File: src/rtl/wallace_mac_acc_if.sv
// Operand/result bundle between an operand source and wallace_mac_acc.
interface wallace_mac_acc_if #(
  parameter int ACC_W = 16,
  parameter int CNT_W = 4
);
  logic             in_valid;
  logic             in_ready;
  logic [3:0]       A;
  logic [3:0]       B;
  logic             clr;
  logic [ACC_W-1:0] acc_out;
  logic             acc_valid;
  logic [CNT_W-1:0] count;
  logic             ovf;

  modport master (
    output in_valid, A, B, clr,
    input  in_ready, acc_out, acc_valid, count, ovf
  );

  modport slave (
    input  in_valid, A, B, clr,
    output in_ready, acc_out, acc_valid, count, ovf
  );
endinterface

File: src/rtl/wallace_mac_acc.sv
// Framed multiply-accumulate around a 4x4 Wallace-tree multiplier.
// Define WALLACE_MAC_SAT_EN to saturate the accumulator instead of wrapping.

module wallace (
  input  logic [3:0] A,
  input  logic [3:0] B,
  output logic [7:0] prod
);
  logic [7:0] r0, r1, r2, r3;
  logic [7:0] s1, c1, s2, c2;

  always_comb begin
    r0 = {4'b0, A & {4{B[0]}}};
    r1 = {3'b0, A & {4{B[1]}}, 1'b0};
    r2 = {2'b0, A & {4{B[2]}}, 2'b0};
    r3 = {1'b0, A & {4{B[3]}}, 3'b0};
    // Two 3:2 carry-save layers, then one carry-propagate add; any carry
    // dropped past bit 7 is harmless because the true product is < 256.
    s1 = r0 ^ r1 ^ r2;
    c1 = ((r0 & r1) | (r0 & r2) | (r1 & r2)) << 1;
    s2 = s1 ^ c1 ^ r3;
    c2 = ((s1 & c1) | (s1 & r3) | (c1 & r3)) << 1;
    prod = s2 + c2;
  end
endmodule

module wallace_mac_acc #(
  parameter int ACC_W     = 16,
  parameter int FRAME_LEN = 8,
  parameter int CNT_W     = 4
) (
  input logic            clk,
  input logic            rst,
  wallace_mac_acc_if.slave bus
);
  localparam int SW = ACC_W + 1;

  typedef enum logic [1:0] {IDLE, RUN, DRAIN, DUMP} state_t;

  state_t           state, state_nx;
  logic [3:0]       s1_a, s1_b;
  logic             s1_valid;
  logic [7:0]       prod;
  logic [ACC_W-1:0] acc, acc_nx;
  logic [SW-1:0]    sum;
  logic [CNT_W-1:0] cnt;
  logic             ovf;
  logic             ready, accept, last;

  wallace u_mul (.A(s1_a), .B(s1_b), .prod(prod));

  always_comb begin
    sum = {1'b0, acc} + SW'(prod);
`ifdef WALLACE_MAC_SAT_EN
    acc_nx = sum[ACC_W] ? '1 : sum[ACC_W-1:0];
`else
    acc_nx = sum[ACC_W-1:0];
`endif
  end

  always_comb begin
    state_nx = state;
    ready    = 1'b0;
    accept   = 1'b0;
    last     = (cnt == CNT_W'(FRAME_LEN - 1));
    case (state)
      IDLE, RUN: begin
        ready  = 1'b1;
        accept = bus.in_valid && !bus.clr;
        if (accept) state_nx = last ? DRAIN : RUN;
      end
      DRAIN:   state_nx = DUMP;
      DUMP:    state_nx = IDLE;
      default: state_nx = IDLE;
    endcase
  end

  always_ff @(posedge clk) begin
    if (rst) begin
      state    <= IDLE;
      s1_valid <= 1'b0;
      s1_a     <= '0;
      s1_b     <= '0;
      acc      <= '0;
      cnt      <= '0;
      ovf      <= 1'b0;
    end else if (bus.clr) begin
      state    <= IDLE;
      s1_valid <= 1'b0;
      acc      <= '0;
      cnt      <= '0;
      ovf      <= 1'b0;
    end else begin
      state    <= state_nx;
      s1_valid <= accept;
      if (accept) begin
        s1_a <= bus.A;
        s1_b <= bus.B;
        cnt  <= cnt + CNT_W'(1);
      end
      if (state == DUMP) begin
        acc <= '0;
        cnt <= '0;
        ovf <= 1'b0;
      end else if (s1_valid) begin
        acc <= acc_nx;
        if (sum[ACC_W]) ovf <= 1'b1;
      end
    end
  end

  always_comb begin
    bus.in_ready  = ready;
    bus.acc_valid = (state == DUMP);
    bus.acc_out   = acc;
    bus.count     = cnt;
    bus.ovf       = ovf;
  end
endmodule
File: src/flat_wrapper.sv
// flat-port wrapper written by rule: the top's interface ports become plain ports
module wallace_mac_acc_flat 
#(
  parameter int ACC_W     = 16,
  parameter int FRAME_LEN = 8,
  parameter int CNT_W     = 4
)
  (clk, rst, bus_in_valid, bus_A, bus_B, bus_clr, bus_in_ready, bus_acc_out, bus_acc_valid, bus_count, bus_ovf);
  wallace_mac_acc_if #(.ACC_W(ACC_W), .CNT_W(CNT_W)) bus_i ();
  input logic clk;
  input logic rst;
  input wire logic [$bits(bus_i.in_valid)-1:0] bus_in_valid;
  input wire logic [$bits(bus_i.A)-1:0] bus_A;
  input wire logic [$bits(bus_i.B)-1:0] bus_B;
  input wire logic [$bits(bus_i.clr)-1:0] bus_clr;
  output wire logic [$bits(bus_i.in_ready)-1:0] bus_in_ready;
  output wire logic [$bits(bus_i.acc_out)-1:0] bus_acc_out;
  output wire logic [$bits(bus_i.acc_valid)-1:0] bus_acc_valid;
  output wire logic [$bits(bus_i.count)-1:0] bus_count;
  output wire logic [$bits(bus_i.ovf)-1:0] bus_ovf;
  assign bus_i.in_valid = bus_in_valid;
  assign bus_i.A = bus_A;
  assign bus_i.B = bus_B;
  assign bus_i.clr = bus_clr;
  assign bus_in_ready = bus_i.in_ready;
  assign bus_acc_out = bus_i.acc_out;
  assign bus_acc_valid = bus_i.acc_valid;
  assign bus_count = bus_i.count;
  assign bus_ovf = bus_i.ovf;
  wallace_mac_acc #(.ACC_W(ACC_W), .FRAME_LEN(FRAME_LEN), .CNT_W(CNT_W)) u_core (.clk(clk), .rst(rst), .bus(bus_i));
endmodule
File: config.mk
export PLATFORM = sky130hd
export DESIGN_NAME = wallace_mac_acc_flat
export DESIGN_NICKNAME = d
export VERILOG_FILES = /design/src/rtl/wallace_mac_acc_if.sv /design/src/rtl/wallace_mac_acc.sv /design/src/flat_wrapper.sv
export SDC_FILE = /design/constraint.sdc
export NUM_CORES = 1
export LEC_CHECK = 0
export ABC_AREA = 1
export CAP_MARGIN = 20
export CORE_ASPECT_RATIO = 0.75
export CORE_MARGIN = 5
export CORE_UTILIZATION = 45
export DETAILED_ROUTE_END_ITERATION = 8
export HOLD_SLACK_MARGIN = 0.15
export PLACE_DENSITY = 0.71
export SYNTH_ARGS = -nofsm -noshare
export SYNTH_HDL_FRONTEND = slang
export SYNTH_SLANG_ARGS = --single-unit
File: constraint.sdc
create_clock -name clk -period 7.36 [get_ports clk]
set_input_delay 1.472 -clock clk [delete_from_list [all_inputs] [get_ports clk]]
set_output_delay 1.472 -clock clk [all_outputs]
set_load 0.01 [all_outputs]
==> results.yml <==
synth:
  synth.distinct_cells: 27
  syn_nets: 346
  synthXorXnorAreaFrac_pct: 2.446
  synth-seq-cells: 32
  postSynthCellCount: 310
  synthMuxAreaShare_pct: 0
  syn_area_mm2: 0.002148
  avgSynthCellArea_um2: 6.930
  synth.yosys.warnings: 0
  synth_compound_area_share_pct: 9.377
  synthAdderAreaFrac_pct: 16.42
  synth_top_family_by_area: "simple AND/OR/NAND/NOR gates"
  ys_seq_area_share_pct: 29.82
  yosys.area_share.simple_pct: 32.79
power_and_ir_drop:
  p_per_area_mw_per_mm2: 132.8
  p_leak_nw: 1.281
  irDropWorstVdd_v: 0.00007711
routing:
  initialDrtViolationCount: 113
  drt-total-wl_um: 4831
  ant_nets: 0
  route.detailed.drc: 0
  vias: 1995
  viasPerCell: 4.963
  wire_per_inst_um: 12.02
  drtPass1Iterations: 4
worst_setup_path:
  cp.required_ps: 7530
  end_kind: "register"
  cp.arrival_ps: 3790
  ff2ff_setup_slack_ps: 3750
  crit_type: "reg -> reg"
  cp-start-kind: "register"
  path_max_fanout: 5
cts:
  cts_tree: "built"
  cts_root_buf: "clkbuf_8"
  htree_levels: 2
  cts_sinks: 32
  clk_path_buf_depth: 2
  post_cts_buffers: 0
  ctsHoldBuffers: 0
  cts_buffers: 5
  insertion_delay_ps: 280
  post_cts_resized: 0
  clk_pin_slew_ps: 60
floorplan:
  die_w_um: 89.79
  io-pin-count: 35
  core_mm2: 0.004546
  die_h_um: 69.84
  die-area_mm2: 0.006270
  row_count: 21
  start_util_pct: 47.26
placed_design:
  routabilityCongestion: 0.8291
  pre_cts_ws_ps: 3785
  io_buffers: 34
  dp_cells: 394
  dp_hpwl_um: 3777
grt:
  gr-total-overflow: 0
  grt_pass1_wl_um: 8155
  antenna_found_initial: 0
  grt_max_degree: 25
  grt_pass1_vias: 1836
  track_usage_pct: 15.41
timing:
  setup_violations: 0
  max_slew_margin_pct: 44.24
  setup_ws_ps: 3746
  slew_viol_final: 0
  hold_slack_ps: 449.8
  rsz0062_at_grt: "no"
  max_freq_mhz: 276.7
  fin_crit_sh_pct: 49.10
  worstMarginPinSlew_ps: 835.3
  hold_viol: 0
  setup_tns_ps: 0
  period_needed_ps: 3614
  clock_skew_ps: 4.034
layout:
  fin_nets: 380
  insertedDiodeCount: 0
  area_delta_synth_final_pct: 21.20
  finalNonFillerCells: 402
  drive_gt1_share_pct: 4.928
run:
  drv_cap: 0
hold_path:
  worst_hold_path_type: "reg -> reg"
outcome:
  status: "complete, no violations"
[state kept, by name, indices dropped and copies added, names as in the netlist]
name and count:
u_core.bus.acc_out 16, u_core.s1_valid 1, u_core.bus.ovf 1, u_core.bus.count 4
u_core.s1_a 4, u_core.state 2, u_core.s1_b 4
[cell type report]
cell class,count,area (µm²)
Fill cell,433,1942
Multi-Input combinational cell,231,1311
Sequential cell,32,640.6
Timing Repair Buffer,34,340.3
Inverter,40,150.1
Clock buffer,8,90.09
Tap cell,57,71.32
[cell families (layout without fill, tap and decap cells)]
kind of cell               after synthesis  in the layout
and+or+nand+nor                        164            164
buffers and inverters                   47             82
AOI/OAI and AO/OA                       37             37
DFF                                     32             32
adders and majority gates               24             24
xor gates and xnor gates                 6              6
[where the power goes]
group	internal (mW)	switching, mW
Combinational	0.0133	0.0144
Sequential	0.177	0.00520
Clock	0.0762	0.0602
[synth_stat cells (all sizes together)]
library cell  number  area [µm²]
ha                17       212.7
a21o               2       15.01
xnor2              3       26.28
buf                7       46.29
nand2             91       351.6
a21boi             1       7.510
fa                 7       140.1
o211ai             1       7.510
a21oi             28       143.9
xor2               3       26.28
or2                1       6.260
dfxtp             32       640.6
nand3             32       180.2
nor2              35       136.4
inv               40       150.1
and3               1       6.260
nand4              3       18.77
o21ai              4       20.01
nor3               1       5.000
o21bai             1       7.510
[metrics by stage]
stage                     utilization, %  total power, mW  instance area (µm²)
after detailed placement           55.30           0.2133                 2514
after global placement             55.30           0.2128                 2514
after floorplan                        -           0.2023                 2148
after global routing               57.28           0.3620                 2604
after CTS                          57.28           0.3513                 2604
final                              57.28           0.3459                 2604
[worst paths after layout]
path                   from               endpoint  cells past startpoint
max reg2reg  u_core.s1_b[0]  u_core.bus.acc_out[8]                     14
min          u_core.bus.ovf         u_core.bus.ovf                      2
max          u_core.s1_b[0]  u_core.bus.acc_out[8]                     14
min reg2reg  u_core.bus.ovf         u_core.bus.ovf                      2
[per-layer routing]
metal  vias up  routed length (µm)  share of wire, %  track usage, %
met1       882                2572                53           23.10
met4         0                  46              0.95           4.530
met2        56                1851                38           21.02
met3         5                 361               7.5           4.230
met5         -                   0                 0               0
li1       1052                   -                 -               -
[cells in the final DEF, fill, tap and decap left out]
cell	n
clkdlybuf4s50_1	34
nor2_2	2
clkbuf_1	2
nand4_1	3
ha_1	17
dfxtp_1	32
o211ai_1	1
and3_1	1
inv_1	40
nand2_2	4
o21ai_0	3
nor2_1	33
xor2_1	3
nand3_2	4
nand2_1	87
a21oi_2	1
o21bai_1	1
a21o_1	2
nand3_1	28
a21boi_1	1
nor3_1	1
o21ai_1	1
fa_1	7
a21oi_1	27
clkbuf_8	6
xnor2_1	3
or2_1	1
[worst max-delay path, stage by stage (launching register included)]
cell and delay [ps]:
dfxtp_1 400, nand2_1 100, fa_1 540, inv_1 60, fa_1 470, ha_1 230, fa_1 420, xor2_1 160
ha_1 370, a21oi_2 230, nor2_1 60, nor2_1 150, nand2_2 100, a21oi_1 150, nor2_1 60
Power figures use the tool's default switching activity.
==> RTL change 1: new RTL, same settings <==
Make the reset (`rst`) asynchronous in one clocked block.
--- a/src/rtl/wallace_mac_acc.sv
+++ b/src/rtl/wallace_mac_acc.sv
@@ -77,3 +77,3 @@
 
-  always_ff @(posedge clk) begin
+  always_ff @(posedge clk or posedge rst) begin
     if (rst) begin
Behaviour: differs if rst is asserted again (counterexample within 4 cycles, from zero or initial values and one cycle with rst high); with rst held inactive, the same outputs for 4 cycles.
==> RTL change 1 against the unedited design <==
Routed wire length rose by 7.7%. Setup slack improved by 0.0018 ns. Final area is 11% higher. Critical path type unchanged. Synthesized area grew 10%. Sequential cell count unchanged. Non-clock buffer count increased by 1.
Power is not compared: it rests on default switching activity, and its combinational part moved more than twofold at a synthesized area within 25%.
==> RTL change 1: results (changes against the unedited design) <==
- The CTS buffer count was 5 (unchanged).
- The count of distinct cell types in the synthesized netlist was 32 (+19%).
- The overall fraction of global-route tracks in use is 16.8% (+1.3 points).
- The instance area at placement is 2770 sq um (+10%).
- The critical register-to-register path startpoint is u_core.s1_b[0].
- The final estimated routing congestion in global placement was 0.798 (-3.7%).
- The count of placed standard cells including taps is 413 (+4.8%).
- The fraction of registers with async set or reset after synthesis is 100% (+100 points).
- The post-synthesis net count is 347 (+0.29%).
- The CTS root buffer is sky130_fd_sc_hd__clkbuf_8.
- The worst setup slack before clock tree synthesis is 3.79 ns (+0.00373 ns).
- The via density per instance is 4.79 (-3.5%).
- The run finished with clean final reports.
- The final hold slack came to 0.504 ns (+0.0546 ns).
- The slew at the pin closest to its max-slew limit was 0.422 ns (-0.414 ns).
- The flip-flop count of the largest register after layout is 16 (unchanged).
- The endpoint of the worst hold-timing path is u_core.bus.count[3].
- IR analysis of the VDD net gives a maximum drop of 98.7 uV.
- The number of fill cells in the layout is 473 (+9.2%).
- The worst register-to-register path ends at u_core.bus.acc_out[10].
- The via count of the first global-routing pass is 1907 (+3.9%).
- The total vias in the final route is 2016 (+1.1%).
- The per-cell routed wire length was 12.4 microns (+2.9%).
- The number of port buffers is 34 (unchanged).
- The number of nets in the layout was 385 (+1.3%).
- The combined area of the multi-input logic cells is 1370 sq um (+4.3%).
- The pin count of the biggest net entering global routing is 33 (+32%).
- The post-synthesis sequential area ratio is 33.8% (+4.0 points).
- The initial antenna violation count is 0 (unchanged).
- The worst-case register-to-register setup slack was 3.75 ns (about the same).
- The largest clock skew in the final design is 0.00338 ns (-0.000654 ns).
- The mean post-synth cell area came to 7.64 sq um (+10%).
- The hold path depth is 1 (-1).
- The share of layout cells above drive strength 1 is 9.74% (+4.8 points).
- Yosys attributes the largest share of cell area to sky130_fd_sc_hd__dfrtp_1, sky130_fd_sc_hd__nand2_1, sky130_fd_sc_hd__ha_1.
- The total half-perimeter wirelength after legalization and detailed placement is 4.05 mm (+7.2%).
- By count the netlist is led by sky130_fd_sc_hd__nand2_1, sky130_fd_sc_hd__inv_1, sky130_fd_sc_hd__dfrtp_1.
- The number of violations reported at the end of detailed-routing iteration 0 is 65 (-42%).
- In this run the most critical hold path is launched from u_core.bus.count[3].
- The wire length of the first global-routing pass came to 8.87 mm (+8.7%).
-- RTL change 1: cells by family (layout without fill, tap and decap cells) --
family | after synthesis | in the layout | share of synthesized area (%)
flops | 32 | 32 | 33.8
xor+xnor | 3 | 3 | 1.11
simple gates | 171 | 171 | 33.3
buf+inv | 48 | 87 | 8.50
fa+ha+maj | 25 | 25 | 15.4
compound gates | 31 | 31 | 7.87
-- RTL change 1: layout make-up --
type                            instances  area share, %
Timing Repair Buffer                   35           12.1
Multi-Input combinational cell        230           47.5
Sequential cell                        32           27.8
Tap cell                               72           3.13
Clock inverter                          2           1.22
Inverter                               44           5.82
Clock buffer                            6           2.52
-- RTL change 1: per-layer routing --
layer | global-route usage, % | routed length (microns)
met1 | 23.3 | 2640
met2 | 25.2 | 2190
met3 | 4.23 | 301
met4 | 6.25 | 67
met5 | 0 | 0
-- RTL change 1: power by group --
group	total, uW	leakage (uW)	switching, uW	internal (uW)
combinational	140	0.00103	81.3	58.8
clock	170	0.0000552	69.3	100
sequential	202	0.000428	14.4	187
-- RTL change 1: worst max path at each step --
stage	start	to	slack [ns]	cells past startpoint
final	u_core.s1_b[0]	u_core.bus.acc_out[10]	3.75	14
after floorplan	u_core.s1_a[3]	u_core.bus.acc_out[10]	4.07	14
after global placement	u_core.s1_b[0]	u_core.bus.acc_out[14]	3.94	14
after global routing	u_core.s1_a[3]	u_core.bus.acc_out[14]	3.52	16
after detailed placement	u_core.s1_b[0]	u_core.bus.acc_out[15]	3.79	16
after CTS	u_core.s1_b[0]	u_core.bus.acc_out[10]	3.75	14
==> RTL change 2: new RTL, same settings <==
Made on the original files. `CNT_W` is set to 4 in 3 places; all go to 5.
--- a/src/rtl/wallace_mac_acc_if.sv
+++ b/src/rtl/wallace_mac_acc_if.sv
@@ -3,3 +3,3 @@
   parameter int ACC_W = 16,
-  parameter int CNT_W = 4
+  parameter int CNT_W = 5
 );
--- a/src/rtl/wallace_mac_acc.sv
+++ b/src/rtl/wallace_mac_acc.sv
@@ -29,3 +29,3 @@
   parameter int FRAME_LEN = 8,
-  parameter int CNT_W     = 4
+  parameter int CNT_W     = 5
 ) (
--- a/src/flat_wrapper.sv
+++ b/src/flat_wrapper.sv
@@ -5,3 +5,3 @@
   parameter int FRAME_LEN = 8,
-  parameter int CNT_W     = 4
+  parameter int CNT_W     = 5
 )
Ports: changed (resized bus_count); port bits go from 35 to 36. The function was not compared with the original's and may differ.
==> RTL change 2 against the unedited design <==
Global-route usage is 0.29 points higher. Final cell count up 2.5%. Sequential cell count is 1 higher. Synthesized area up 4.3%. Setup slack improved by 0.083 ns. Routed wire length rose by 1.2%. Hold slack better by 0.012 ns. Die area increased by 3.7%. Power grew 4.7%. Final area is 4.0% higher. Critical path type unchanged. Largest cell class unchanged.
==> RTL change 2: results (changes against the unedited design) <==
- The via density per instance came to 4.99 (+0.46%).
- The net switching power figure is 91.1 uW (+14%).
- The most used flip-flop cell after synthesis is sky130_fd_sc_hd__dfxtp_1.
- The number of nets in the layout was 387 (+1.8%).
- The clock-pin slew on the worst setup and hold paths is 0.08 ns (+0.02 ns).
- The final estimated routing congestion in global placement is 0.878 (+5.9%).
- The number of violations reported at the end of detailed-routing iteration 0 is 95 (-16%).
- Among all stages on the critical path, the largest delay is contributed by sky130_fd_sc_hd__fa_1.
- The leakage component of the power is 0.00132 uW (+2.7%).
- The post-route non-filler standard cell count is 412 (+2.5%).
- The share of layout cells above drive strength 1 was 6.82% (+1.9 points).
- The fraction of registers with async set or reset after synthesis came to 0% (unchanged).
- The pin count of the biggest net entering global routing came to 24 (-4.0%).
- The post-synthesis net count is 353 (+2.0%).
- The instance area at placement is 2610 sq um (+3.9%).
- The count of antenna diodes in the layout was 0 (unchanged).
- The largest buffer count on any clock path is 2 (unchanged).
- The largest single stage delay on the critical path is 0.53 ns.
- The worst-case vdd ir drop was 75.7 uV (-1.8%).
- The largest fanout on the critical path is 5 (unchanged).
- The worst setup slack before clock tree synthesis came to 3.85 ns (+0.0624 ns).
- The wire length of the first global-routing pass was 8.30 mm (+1.8%).
- The total half-perimeter wirelength after legalization and detailed placement is 3.79 mm (+0.44%).
- The largest clock skew in the final design is 0.00963 ns (+0.00560 ns).
- The number of buffers inserted by post-CTS setup repair is 0 (unchanged).
- The run finished with clean final reports.
- The post-synthesis sequential area ratio is 29.5% (-0.32 points).
- The via count of the first global-routing pass is 1765 (-3.9%).
- The maximum level of the CTS H-tree was 2 (unchanged).
- The number of port buffers is 35 (+2.9%).
- The count of placed standard cells including taps came to 404 (+2.5%).
- The CTS buffer count is 5 (unchanged).
- The count of distinct cell types in the synthesized netlist was 28 (+3.7%).
- The wire length reported by the detailed router came to 4.89 mm (+1.2%).
- The max-slew headroom at the worst pin is 46.2% (+2.0 points).
- The overall fraction of global-route tracks in use is 15.7% (+0.29 points).
- At the later pin of the worst-skew pair, clock insertion delay measures 0.29 ns.
- The flip-flop count of the largest register after layout was 16 (unchanged).
- The number of instances in the synthesized netlist is 317 (+2.3%).
- The number of warnings reported in the yosys synthesis log is 0 (unchanged).
- The initial antenna violation count is 0 (unchanged).
- By area the synthesized netlist is led by sky130_fd_sc_hd__dfxtp_1, sky130_fd_sc_hd__nand2_1, sky130_fd_sc_hd__ha_1.
- The family with the most delay on the worst path is adder cells.
- Counting instances in the post-synthesis netlist gives the leading cell types as sky130_fd_sc_hd__nand2_1, sky130_fd_sc_hd__inv_1, sky130_fd_sc_hd__dfxtp_1.
- In this run the worst hold path is classified as reg2reg.
- The CTS root buffer is sky130_fd_sc_hd__clkbuf_8.
- The number of iterations in the first detailed-routing pass is 4 (unchanged).
-- RTL change 2: area by class of cell --
type                    count  area [sq um]
fillers                   459          2140
multi-input cells         233          1360
flip-flops and latches     33           661
repair buffers             35           350
inverters                  43           161
clock buffers               6          82.6
well taps                  60          75.1
clock inverters             2          13.8
-- RTL change 2: logic make-up (layout without fill, tap and decap cells) --
kind of cell	after synthesis	count (layout)	synth area share, %
AND/OR/NAND/NOR	164	164	32.8
adder cells (fa/ha/maj)	24	24	15.8
AO/OA/AOI/OAI	40	40	10.3
flip-flops	33	33	29.5
XOR/XNOR	5	5	1.96
buffers and inverters	51	86	9.61
-- RTL change 2: metrics by stage --
step           hold slack (ns)  total power, uW
5_1_grt                  0.477              382
4_1_cts                  0.468              367
3_5_place_dp             0.453              219
3_3_place_gp             0.450              218
2_1_floorplan            0.463              208
6_report                 0.462              362
-- RTL change 2: routing by layer --
metal / vias to the layer above / global-route usage [%] / part of all wire, %
met5: - / 0 / 0
met4: 0 / 4.56 / 0.74
met3: 2 / 3.83 / 4.6
met2: 49 / 20.7 / 41
met1: 927 / 24.6 / 54
li1: 1076 / - / -
-- RTL change 2: worst paths after layout --
kind                                 end  cells after the start  slack (ns)           start
setup / recovery  u_core.bus.acc_out[15]                     16        3.83  u_core.s1_a[3]
hold / removal            u_core.bus.ovf                      2        0.46  u_core.bus.ovf
setup reg to reg  u_core.bus.acc_out[15]                     16        3.83  u_core.s1_a[3]
hold reg to reg           u_core.bus.ovf                      2        0.46  u_core.bus.ovf
-- RTL change 2: power by group through the flow --
stage               clock (uW)  sequential [uW]  combinational (uW)
floorplan                    0              189                18.5
global placement             0              191                27.5
detailed placement           0              191                27.7
CTS                        152              187                27.9
global route               163              188                31.1
finish                     147              187                27.5
-- RTL change 2: worst reg2reg max path, delay by kind of cell, from the launching register on --
family / cells / cell delay, ns
and+or+nand+nor: 7 / 0.62
DFF: 1 / 0.40
AOI/OAI and AO/OA: 1 / 0.15
adders and majority gates: 5 / 1.92
xor gates and xnor gates: 1 / 0.25
buffers and inverters: 2 / 0.10
